### src/rtl/sramlike_axi_bridge_pkg.sv
// sramlike_axi_bridge_pkg: shared FSM encoding, AXI constants and port-owner type
package sramlike_axi_bridge_pkg;
   typedef enum logic [2:0] {IDLE, RD_ADDR, RD_DATA, WR_REQ, WR_RESP, DONE} state_t;
   typedef enum logic {OWN_INST, OWN_DATA} owner_t;
   localparam logic [1:0] BURST_INCR = 2'b01;
   localparam logic [2:0] SIZE_4B    = 3'b010;
   localparam logic [7:0] LEN_1      = 8'd0;
endpackage

### src/rtl/sramlike_axi_bridge_if.sv
// axi_master_if: AXI4 bundle with master and slave views
interface axi_master_if #(parameter int DW = 32, parameter int IW = 1);
   logic [IW-1:0]   awid;
   logic [31:0]     awaddr;
   logic [7:0]      awlen;
   logic [2:0]      awsize;
   logic [1:0]      awburst;
   logic            awlock;
   logic [3:0]      awcache;
   logic [2:0]      awprot;
   logic [3:0]      awqos;
   logic            awvalid;
   logic            awready;
   logic [DW-1:0]   wdata;
   logic [DW/8-1:0] wstrb;
   logic            wlast;
   logic            wvalid;
   logic            wready;
   logic [IW-1:0]   bid;
   logic [1:0]      bresp;
   logic            bvalid;
   logic            bready;
   logic [IW-1:0]   arid;
   logic [31:0]     araddr;
   logic [7:0]      arlen;
   logic [2:0]      arsize;
   logic [1:0]      arburst;
   logic            arlock;
   logic [3:0]      arcache;
   logic [2:0]      arprot;
   logic [3:0]      arqos;
   logic            arvalid;
   logic            arready;
   logic [IW-1:0]   rid;
   logic [DW-1:0]   rdata;
   logic [1:0]      rresp;
   logic            rlast;
   logic            rvalid;
   logic            rready;
   modport master (
      output awid, awaddr, awlen, awsize, awburst, awlock, awcache, awprot, awqos, awvalid,
      input  awready,
      output wdata, wstrb, wlast, wvalid,
      input  wready,
      input  bid, bresp, bvalid,
      output bready,
      output arid, araddr, arlen, arsize, arburst, arlock, arcache, arprot, arqos, arvalid,
      input  arready,
      input  rid, rdata, rresp, rlast, rvalid,
      output rready
   );
   modport slave (
      input  awid, awaddr, awlen, awsize, awburst, awlock, awcache, awprot, awqos, awvalid,
      output awready,
      input  wdata, wstrb, wlast, wvalid,
      output wready,
      output bid, bresp, bvalid,
      input  bready,
      input  arid, araddr, arlen, arsize, arburst, arlock, arcache, arprot, arqos, arvalid,
      output arready,
      output rid, rdata, rresp, rlast, rvalid,
      input  rready
   );
endinterface

### src/rtl/sramlike_arb.sv
// sramlike_arb: fixed-priority grant between inst and data ports, data wins ties
module sramlike_arb
   import sramlike_axi_bridge_pkg::*;
(
   input  logic       en,
   input  logic [3:0] inst_cen,
   input  logic [3:0] data_cen,
   output logic       gnt,
   output owner_t     gnt_owner,
   output logic       inst_ack,
   output logic       data_ack
);
   assign data_ack  = en && |data_cen;
   assign inst_ack  = en && !(|data_cen) && |inst_cen;
   assign gnt       = data_ack || inst_ack;
   assign gnt_owner = data_ack ? OWN_DATA : OWN_INST;
endmodule

### src/rtl/sramlike_axi_bridge.sv
// sramlike_axi_bridge: arbitrates SRAM-like inst/data ports onto one AXI4 master,
// one single-beat transaction outstanding at a time
module sramlike_axi_bridge
   import sramlike_axi_bridge_pkg::*;
#(
   parameter logic INST_ID    = 1'b0,
   parameter logic DATA_ID    = 1'b1,
   parameter bit   ALIGN_ADDR = 1'b1
) (
   input  logic        clk,
   input  logic        reset,
   input  logic [3:0]  inst_sram_cen,
   input  logic [31:0] inst_sram_wdata,
   output logic [31:0] inst_sram_rdata,
   input  logic        inst_sram_wr,
   input  logic [31:0] inst_sram_addr,
   output logic        inst_sram_ack,
   output logic        inst_sram_rrdy,
   input  logic [3:0]  data_sram_cen,
   input  logic [31:0] data_sram_wdata,
   output logic [31:0] data_sram_rdata,
   input  logic        data_sram_wr,
   input  logic [31:0] data_sram_addr,
   output logic        data_sram_ack,
   output logic        data_sram_rrdy,
   axi_master_if.master m_axi
);
   state_t      state;
   owner_t      owner;
   owner_t      gnt_owner;
   logic        gnt;
   logic        sel_data;
   logic [31:0] raw_addr;
   logic [31:0] sel_addr;
   logic        unused_ok;
   sramlike_arb u_arb (
      .en        (state == IDLE && reset),
      .inst_cen  (inst_sram_cen),
      .data_cen  (data_sram_cen),
      .gnt       (gnt),
      .gnt_owner (gnt_owner),
      .inst_ack  (inst_sram_ack),
      .data_ack  (data_sram_ack)
   );
   assign sel_data  = gnt_owner == OWN_DATA;
   assign raw_addr  = sel_data ? data_sram_addr : inst_sram_addr;
   assign sel_addr  = ALIGN_ADDR ? {raw_addr[31:2], 2'b00} : raw_addr;
   assign unused_ok = ^{m_axi.bid, m_axi.bresp, m_axi.rid, m_axi.rresp, m_axi.rlast};
   assign m_axi.arlen   = LEN_1;
   assign m_axi.arsize  = SIZE_4B;
   assign m_axi.arburst = BURST_INCR;
   assign m_axi.arlock  = 1'b0;
   assign m_axi.arcache = 4'd0;
   assign m_axi.arprot  = 3'd0;
   assign m_axi.arqos   = 4'd0;
   assign m_axi.awlen   = LEN_1;
   assign m_axi.awsize  = SIZE_4B;
   assign m_axi.awburst = BURST_INCR;
   assign m_axi.awlock  = 1'b0;
   assign m_axi.awcache = 4'd0;
   assign m_axi.awprot  = 3'd0;
   assign m_axi.awqos   = 4'd0;
   assign m_axi.wlast   = 1'b1;
   always_ff @(posedge clk or negedge reset) begin
      if (!reset) begin
         state           <= IDLE;
         owner           <= OWN_INST;
         m_axi.arvalid   <= 1'b0;
         m_axi.awvalid   <= 1'b0;
         m_axi.wvalid    <= 1'b0;
         m_axi.rready    <= 1'b0;
         m_axi.bready    <= 1'b0;
         m_axi.arid      <= '0;
         m_axi.awid      <= '0;
         m_axi.araddr    <= '0;
         m_axi.awaddr    <= '0;
         m_axi.wdata     <= '0;
         m_axi.wstrb     <= '0;
         inst_sram_rdata <= '0;
         data_sram_rdata <= '0;
         inst_sram_rrdy  <= 1'b0;
         data_sram_rrdy  <= 1'b0;
      end else begin
         inst_sram_rrdy <= 1'b0;
         data_sram_rrdy <= 1'b0;
         case (state)
            IDLE: if (gnt) begin
               owner        <= gnt_owner;
               m_axi.arid   <= sel_data ? DATA_ID : INST_ID;
               m_axi.awid   <= sel_data ? DATA_ID : INST_ID;
               m_axi.araddr <= sel_addr;
               m_axi.awaddr <= sel_addr;
               m_axi.wdata  <= sel_data ? data_sram_wdata : inst_sram_wdata;
               m_axi.wstrb  <= sel_data ? data_sram_cen : inst_sram_cen;
               if (sel_data ? data_sram_wr : inst_sram_wr) begin
                  m_axi.awvalid <= 1'b1;
                  m_axi.wvalid  <= 1'b1;
                  state         <= WR_REQ;
               end else begin
                  m_axi.arvalid <= 1'b1;
                  state         <= RD_ADDR;
               end
            end
            RD_ADDR: if (m_axi.arready) begin
               m_axi.arvalid <= 1'b0;
               m_axi.rready  <= 1'b1;
               state         <= RD_DATA;
            end
            RD_DATA: if (m_axi.rvalid) begin
               m_axi.rready <= 1'b0;
               if (owner == OWN_DATA) data_sram_rdata <= m_axi.rdata;
               else inst_sram_rdata <= m_axi.rdata;
               {data_sram_rrdy, inst_sram_rrdy} <= owner == OWN_DATA ? 2'b10 : 2'b01;
               state <= DONE;
            end
            // AW and W complete independently; a low valid means that handshake is done
            WR_REQ: begin
               if (m_axi.awready) m_axi.awvalid <= 1'b0;
               if (m_axi.wready) m_axi.wvalid <= 1'b0;
               if ((m_axi.awready || !m_axi.awvalid) && (m_axi.wready || !m_axi.wvalid)) begin
                  m_axi.bready <= 1'b1;
                  state        <= WR_RESP;
               end
            end
            WR_RESP: if (m_axi.bvalid) begin
               m_axi.bready <= 1'b0;
               {data_sram_rrdy, inst_sram_rrdy} <= owner == OWN_DATA ? 2'b10 : 2'b01;
               state <= DONE;
            end
            default: state <= IDLE;
         endcase
      end
   end
endmodule

### src/flat_wrapper.sv
// flat-port wrapper written by rule: the top's interface ports become plain ports
module sramlike_axi_bridge_flat import sramlike_axi_bridge_pkg::*;
#(
   parameter logic INST_ID    = 1'b0,
   parameter logic DATA_ID    = 1'b1,
   parameter bit   ALIGN_ADDR = 1'b1
)
  (clk, reset, inst_sram_cen, inst_sram_wdata, inst_sram_rdata, inst_sram_wr, inst_sram_addr, inst_sram_ack, inst_sram_rrdy, data_sram_cen, data_sram_wdata, data_sram_rdata, data_sram_wr, data_sram_addr, data_sram_ack, data_sram_rrdy, m_axi_awid, m_axi_awaddr, m_axi_awlen, m_axi_awsize, m_axi_awburst, m_axi_awlock, m_axi_awcache, m_axi_awprot, m_axi_awqos, m_axi_awvalid, m_axi_awready, m_axi_wdata, m_axi_wstrb, m_axi_wlast, m_axi_wvalid, m_axi_wready, m_axi_bid, m_axi_bresp, m_axi_bvalid, m_axi_bready, m_axi_arid, m_axi_araddr, m_axi_arlen, m_axi_arsize, m_axi_arburst, m_axi_arlock, m_axi_arcache, m_axi_arprot, m_axi_arqos, m_axi_arvalid, m_axi_arready, m_axi_rid, m_axi_rdata, m_axi_rresp, m_axi_rlast, m_axi_rvalid, m_axi_rready);
  axi_master_if #(.DW(32), .IW(1)) m_axi_i ();
  input  logic clk;
  input  logic reset;
  input  logic [3:0] inst_sram_cen;
  input  logic [31:0] inst_sram_wdata;
  output logic [31:0] inst_sram_rdata;
  input  logic inst_sram_wr;
  input  logic [31:0] inst_sram_addr;
  output logic inst_sram_ack;
  output logic inst_sram_rrdy;
  input  logic [3:0] data_sram_cen;
  input  logic [31:0] data_sram_wdata;
  output logic [31:0] data_sram_rdata;
  input  logic data_sram_wr;
  input  logic [31:0] data_sram_addr;
  output logic data_sram_ack;
  output logic data_sram_rrdy;
  output wire logic [$bits(m_axi_i.awid)-1:0] m_axi_awid;
  output wire logic [$bits(m_axi_i.awaddr)-1:0] m_axi_awaddr;
  output wire logic [$bits(m_axi_i.awlen)-1:0] m_axi_awlen;
  output wire logic [$bits(m_axi_i.awsize)-1:0] m_axi_awsize;
  output wire logic [$bits(m_axi_i.awburst)-1:0] m_axi_awburst;
  output wire logic [$bits(m_axi_i.awlock)-1:0] m_axi_awlock;
  output wire logic [$bits(m_axi_i.awcache)-1:0] m_axi_awcache;
  output wire logic [$bits(m_axi_i.awprot)-1:0] m_axi_awprot;
  output wire logic [$bits(m_axi_i.awqos)-1:0] m_axi_awqos;
  output wire logic [$bits(m_axi_i.awvalid)-1:0] m_axi_awvalid;
  input wire logic [$bits(m_axi_i.awready)-1:0] m_axi_awready;
  output wire logic [$bits(m_axi_i.wdata)-1:0] m_axi_wdata;
  output wire logic [$bits(m_axi_i.wstrb)-1:0] m_axi_wstrb;
  output wire logic [$bits(m_axi_i.wlast)-1:0] m_axi_wlast;
  output wire logic [$bits(m_axi_i.wvalid)-1:0] m_axi_wvalid;
  input wire logic [$bits(m_axi_i.wready)-1:0] m_axi_wready;
  input wire logic [$bits(m_axi_i.bid)-1:0] m_axi_bid;
  input wire logic [$bits(m_axi_i.bresp)-1:0] m_axi_bresp;
  input wire logic [$bits(m_axi_i.bvalid)-1:0] m_axi_bvalid;
  output wire logic [$bits(m_axi_i.bready)-1:0] m_axi_bready;
  output wire logic [$bits(m_axi_i.arid)-1:0] m_axi_arid;
  output wire logic [$bits(m_axi_i.araddr)-1:0] m_axi_araddr;
  output wire logic [$bits(m_axi_i.arlen)-1:0] m_axi_arlen;
  output wire logic [$bits(m_axi_i.arsize)-1:0] m_axi_arsize;
  output wire logic [$bits(m_axi_i.arburst)-1:0] m_axi_arburst;
  output wire logic [$bits(m_axi_i.arlock)-1:0] m_axi_arlock;
  output wire logic [$bits(m_axi_i.arcache)-1:0] m_axi_arcache;
  output wire logic [$bits(m_axi_i.arprot)-1:0] m_axi_arprot;
  output wire logic [$bits(m_axi_i.arqos)-1:0] m_axi_arqos;
  output wire logic [$bits(m_axi_i.arvalid)-1:0] m_axi_arvalid;
  input wire logic [$bits(m_axi_i.arready)-1:0] m_axi_arready;
  input wire logic [$bits(m_axi_i.rid)-1:0] m_axi_rid;
  input wire logic [$bits(m_axi_i.rdata)-1:0] m_axi_rdata;
  input wire logic [$bits(m_axi_i.rresp)-1:0] m_axi_rresp;
  input wire logic [$bits(m_axi_i.rlast)-1:0] m_axi_rlast;
  input wire logic [$bits(m_axi_i.rvalid)-1:0] m_axi_rvalid;
  output wire logic [$bits(m_axi_i.rready)-1:0] m_axi_rready;
  assign m_axi_awid = m_axi_i.awid;
  assign m_axi_awaddr = m_axi_i.awaddr;
  assign m_axi_awlen = m_axi_i.awlen;
  assign m_axi_awsize = m_axi_i.awsize;
  assign m_axi_awburst = m_axi_i.awburst;
  assign m_axi_awlock = m_axi_i.awlock;
  assign m_axi_awcache = m_axi_i.awcache;
  assign m_axi_awprot = m_axi_i.awprot;
  assign m_axi_awqos = m_axi_i.awqos;
  assign m_axi_awvalid = m_axi_i.awvalid;
  assign m_axi_i.awready = m_axi_awready;
  assign m_axi_wdata = m_axi_i.wdata;
  assign m_axi_wstrb = m_axi_i.wstrb;
  assign m_axi_wlast = m_axi_i.wlast;
  assign m_axi_wvalid = m_axi_i.wvalid;
  assign m_axi_i.wready = m_axi_wready;
  assign m_axi_i.bid = m_axi_bid;
  assign m_axi_i.bresp = m_axi_bresp;
  assign m_axi_i.bvalid = m_axi_bvalid;
  assign m_axi_bready = m_axi_i.bready;
  assign m_axi_arid = m_axi_i.arid;
  assign m_axi_araddr = m_axi_i.araddr;
  assign m_axi_arlen = m_axi_i.arlen;
  assign m_axi_arsize = m_axi_i.arsize;
  assign m_axi_arburst = m_axi_i.arburst;
  assign m_axi_arlock = m_axi_i.arlock;
  assign m_axi_arcache = m_axi_i.arcache;
  assign m_axi_arprot = m_axi_i.arprot;
  assign m_axi_arqos = m_axi_i.arqos;
  assign m_axi_arvalid = m_axi_i.arvalid;
  assign m_axi_i.arready = m_axi_arready;
  assign m_axi_i.rid = m_axi_rid;
  assign m_axi_i.rdata = m_axi_rdata;
  assign m_axi_i.rresp = m_axi_rresp;
  assign m_axi_i.rlast = m_axi_rlast;
  assign m_axi_i.rvalid = m_axi_rvalid;
  assign m_axi_rready = m_axi_i.rready;
  sramlike_axi_bridge #(.INST_ID(INST_ID), .DATA_ID(DATA_ID), .ALIGN_ADDR(ALIGN_ADDR)) u_core (.clk(clk), .reset(reset), .inst_sram_cen(inst_sram_cen), .inst_sram_wdata(inst_sram_wdata), .inst_sram_rdata(inst_sram_rdata), .inst_sram_wr(inst_sram_wr), .inst_sram_addr(inst_sram_addr), .inst_sram_ack(inst_sram_ack), .inst_sram_rrdy(inst_sram_rrdy), .data_sram_cen(data_sram_cen), .data_sram_wdata(data_sram_wdata), .data_sram_rdata(data_sram_rdata), .data_sram_wr(data_sram_wr), .data_sram_addr(data_sram_addr), .data_sram_ack(data_sram_ack), .data_sram_rrdy(data_sram_rrdy), .m_axi(m_axi_i));
endmodule
### config.mk
export PLATFORM = sky130hd
export DESIGN_NAME = sramlike_axi_bridge_flat
export DESIGN_NICKNAME = d
export VERILOG_FILES = /design/src/rtl/sramlike_axi_bridge_pkg.sv /design/src/rtl/sramlike_axi_bridge_if.sv /design/src/rtl/sramlike_arb.sv /design/src/rtl/sramlike_axi_bridge.sv /design/src/flat_wrapper.sv
export SDC_FILE = /design/constraint.sdc
export NUM_CORES = 1
export LEC_CHECK = 0
export CAP_MARGIN = 20
export CORE_AREA = 2 2 161 163
export CTS_CLUSTER_SIZE = 30
export DETAILED_ROUTE_END_ITERATION = 10
export DIE_AREA = 0 0 163 165
export PLACE_DENSITY_LB_ADDON = 0.15
export SYNTH_ARGS = -nofsm -noshare
export SYNTH_HDL_FRONTEND = slang
export SYNTH_HIERARCHICAL = 1
export SYNTH_SLANG_ARGS = --single-unit
### constraint.sdc
create_clock -name clk -period 3.9 [get_ports clk]
set_input_delay 1.17 -clock clk [delete_from_list [all_inputs] [get_ports clk]]
set_output_delay 1.17 -clock clk [all_outputs]
set_load 0.005 [all_outputs]
Word level (Yosys, flattened, before mapping)
Cells that the tools add are included.
{ "totals": {"ff_bits": 142, "elab_cells": 92, "out_inout_bits": 226, "in_bits": 184} }
{ "classes": {"mux": 36, "n_bitwise": 1, "eq_ne": 13, "n_reduce_logical": 27} }
{ "ops": {"columns": ["operator", "n"], "rows": [
  ["$mux 32", 2],
  ["$mux 1", 18],
  ["$mux 3", 5],
  ["$pmux 3 s5", 1],
  ["$ne 2x2->1 const B", 7],
  ["$pmux 1 s2", 7],
  ["$reduce_and 3->1", 4],
  ["$reduce_and 4->1", 3],
  ["$reduce_bool 2->1", 4],
  ["$reduce_or 4->1", 2],
  ["$eq 3x2->1 const B", 2],
  ["$logic_and 1x1->1", 5],
  ["$reduce_and 5->1", 1],
  ["$mux 2", 2],
  ["$mux 4", 1],
  ["$ne 2x1->1 const B", 2],
  ["$eq 3x1->1 const B", 1],
  ["$eq 3x3->1 const B", 1],
  ["$logic_not 1->1", 3],
  ["$logic_not 3->1", 1],
  ["$logic_or 1x1->1", 3],
  ["$reduce_and 2->1", 1],
  ["$not 1->1", 1]
]} }

Longest topological paths before layout
{ "depth": {"depth_word": 8, "mapped_depth": 10} }

Modules after synthesis
Netlist, hierarchy kept.
{ "modules_own_cells": {"columns": ["module", "seq_area_each_um2", "area_each_um2", "cells_each", "n_inst"], "rows": [
  ["sramlike_axi_bridge", 3528.4, 6677.7, 575, 1],
  ["sramlike_arb", 0.0, 57.6, 6, 1]
]} }

Least setup slack after synthesis
Ideal clock, no wire load.
{ "synth_path": {"path_type": "input to output", "from": "input port inst_sram_cen[1]", "to": "output port inst_sram_ack", "path_slack_ns": 1.078, "path_stages": 2, "arrival_time_ns": 1.652, "n_path_buf": 0, "required_ns": 2.730, "path_cell_list": "nor4_1 and3b_1"} }
{ "synth_via": {"elab_chain_cells": 2} }
{ "synth_lines": {"columns": ["item", "line_no", "rtl"], "rows": [
  ["from (decl)", "flat_wrapper.sv:12", "input logic [3:0] inst_sram_cen;"],
  ["$reduce_or 4->1", "sramlike_arb.sv:14", "assign inst_ack = en && !(|data_cen) && |inst_cen;"],
  ["$logic_and 1x1->1", "sramlike_arb.sv:14", null],
  ["to (decl)", "flat_wrapper.sv:17", "output logic inst_sram_ack;"]
]} }
No other way between the ends.

Worst setup path after layout
{ "layout_path": {"from": "input port data_sram_cen[1]", "to": "output port inst_sram_ack"} }
{ "layout_via": {"elab_chain_cells": 4} }
{ "layout_lines": {"columns": ["item", "line_no", "rtl"], "rows": [
  ["from (decl)", "flat_wrapper.sv:19", "input logic [3:0] data_sram_cen;"],
  ["$reduce_or 4->1", "sramlike_arb.sv:14", null],
  ["$logic_not 1->1", "sramlike_arb.sv:14", null],
  ["$logic_and 1x1->1 (2 in a row)", "sramlike_arb.sv:14", null]
]} }
No other way between the ends.

==> results.toml <==
[timing]
fin_skew_ns = 0.0198
max_freq_mhz = 261
slew_headroom = 0.434
min_period_ns = 3.83
fin_setup_tns_ns = 0
setup_viol = 0
hold_violations = 0
post-route-period-util = 0.982
rsz0062_at_grt = "no"
worst_pin_slew_ns = 0.849
maxSlewViolCount = 0
fin_ws_ns = 0.0721

[yosys]
synth_edf_count = 0
synthArstFlopShare = 1.00
yosysWarnings = 6
yosysTopAreaCellShare = 0.524
synth.avg_cell_area_sq_um = 11.6
yosys_register_bits = 141
syn_area_sq_um = 6740
yosys.area.top_type = "dfrtp_1"
ys_top_cells_by_count = "dfrtp_1, buf_4, a21oi_1"
postSynthCellCount = 581
synth.most_common_cell = "dfrtp_1"
synthFlopType = "dfrtp_1"
ys_seq_area_frac = 0.524
synth_cell_types = 37
synth_area_leaders = "dfrtp_1, buf_4, mux2i_1, mux2_1, a21oi_1"

[layout]
regArea_sq_um = 3530
area_growth_pct = 58.2
drive_above_1_share = 0.0931
multiInputGateArea_sq_um = 2580
fillCellCount = 2436
nets = 1073

[detailed_routing]
route.detailed.drc = 0
viasPerCell = 4.19
vias = 5162
drtIter0Drc = 177
drt_first_pass_iters = 4
totalWireLength_um = 21100
wire_per_inst_um = 17.1
antenna_left = 0

[clock_tree]
clk_pin_slew_ns = 0.06
cts-hold-fix-buffers = 0
h-tree-depth = 4
clk_path_buf_depth = 2
postCtsSetupBuffers = 0
numCtsBuffers = 17
cts_sinks = 141
cts_tree = "yes"
cts_root_buffer = "clkbuf_16"
insertion_delay_ns = 0.43

[worst_setup_path]
cp_max_fo = 2
cp_slowest_cell = "clkdlybuf4s50_1"
cp_data_arrival_time_ns = 2.66
crit_required_ns = 2.73
crit_chain = "clkdlybuf4s50_1, nor4_4, and3b_1, clkdlybuf4s50_1"
crit_top_cell = "clkdlybuf4s50_1"
worst_setup_path_end_kind = "primary output"
cp_num_buf_inv = 2
startpoint = "data_sram_cen[1]"
critPathKind = "in -> out"
startpoint_type = "primary input"
cpPeakStageDelay_ns = 0.52
timing.rr.start = "u_core/state[1]"
cp_top_family = "buffers and inverters"

[run_status]
status = "finished clean"

[global_route]
grt_max_degree = 64
grt_remaining_overflow = 0
grt_pass1_wl_um = 31200
antenna_found_initial = 2
grt_pass1_vias = 5256
grt_use_total = 0.153

[die]
dieWidth_um = 163
coreArea_sq_um = 25000
fp.dieArea_sq_um = 26900
floorplan.initialDensity = 0.269
boundaryPins = 410
die_y_um = 165
rows = 58

[placement]
gp_congestion = 0.767
post-dp-hpwl_um = 15900
io_buffers = 343
pre_cts_ws_ns = 0.0425

[power]
power.leakage_uw = 0.00441
clkPwrFrac = 0.207
p_sw_uw = 2420
p_per_area_nw_per_um2 = 726
combPwrFrac = 0.451
fin_total_pwr_uw = 7730
internal-power_uw = 5310
switching_share = 0.313
peakVddDrop_mv = 0.306
pwr-share-seq = 0.342

[min_path]
hold_start = "u_core/inst_sram_rdata[4]"
hp-class = "reg -> reg"

[flow_run]
drv_cap = 0
[what timing repair did]
item / CTS / global route
endpoints found under the hold margin: 0 / 0
resized for setup: 0 / 1
setup endpoints to repair: 0 / 1
[cell usage in the layout, fill, tap and decap left out, drive strengths merged, types with 5 or more instances in the layout]
cell type / count
a21oi: 70
buf: 14
clkbuf: 19
clkdlybuf4s50: 342
clkinv: 6
conb: 55
dfrtp: 141
inv: 10
mux2: 67
mux2i: 68
nor2: 69
nor2b: 5
[worst register-to-register path: cells and delay by family (launching register included)]
kind                   cells  cell delay (ns)
flip-flops                 1             0.57
multiplexers               1             0.32
AO/OA/AOI/OAI              1             0.09
buffers and inverters      2             1.12
AND/OR/NAND/NOR            3             0.67
[sequential cells by signal (all words and copies together) (netlist names), 3 cells and up]
| register | count |
|---|---|
| u_core/m_axi.araddr | 30 |
| u_core/m_axi.wdata | 32 |
| u_core/inst_sram_rdata | 32 |
| u_core/data_sram_rdata | 32 |
| u_core/m_axi.wstrb | 4 |
| u_core/state | 3 |
[final timing paths]
| check | to | slack [ns] | cells after the start |
|---|---|---|---|
| setup / recovery | inst_sram_ack | 0.07 | 4 |
| hold / removal | u_core/inst_sram_rdata[4] | 0.48 | 1 |
| setup reg to reg | u_core/m_axi.wdata[19] | 0.97 | 7 |
| hold reg to reg | u_core/inst_sram_rdata[4] | 0.48 | 1 |
| max in group asynchronous | u_core/m_axi.araddr[7] | 1.85 | 3 |
| min in group asynchronous | u_core/data_sram_rdata[30] | 0.81 | 2 |
[cells by family after synthesis]
logic type | after synthesis | share of synthesized area
AO/OA/AOI/OAI | 85 | 0.0708
other | 2 | 0.00112
multiplexers | 135 | 0.214
buffers and inverters | 125 | 0.127
flip-flops | 141 | 0.524
AND/OR/NAND/NOR | 93 | 0.0637
[power groups by stage]
stage	logic, uW	clock network (uW)	registers, uW
floorplan	1510	0	2640
CTS	3560	1660	2660
detailed placement	3540	0	2680
global route	3790	1730	2750
finish	3490	1600	2640
global placement	3540	0	2650
[metrics by stage]
stage	util	hold WS [ns]	cell area, sq um	cells
after CTS	0.425	0.487	10600	1232
after detailed placement	0.402	0.474	10100	1200
after floorplan	-	0.483	6930	634
final	0.426	0.482	10700	1233
after global routing	0.426	0.491	10700	1233
after global placement	0.402	0.466	10100	1200
[layer usage]
| metal | wire length [um] | global-route usage | vias to the layer above |
|---|---|---|---|
| met2 | 10500 | 0.264 | 228 |
| met3 | 2140 | 0.0683 | 12 |
| met5 | 0 | 0 | - |
| li1 | - | - | 2467 |
| met1 | 8240 | 0.172 | 2455 |
| met4 | 185 | 0.0430 | 0 |
[area by class of cell]
cell class / instances / share of cell area
clock inverters: 13 / 0.0122
multi-input cells: 368 / 0.242
flip-flops and latches: 141 / 0.331
clock buffers: 19 / 0.0416
inverters: 5 / 0.00176
repair buffers: 356 / 0.333
well taps: 330 / 0.0387
diodes: 1 / 0.000235
No activity file was read; power rests on OpenSTA's default activity.
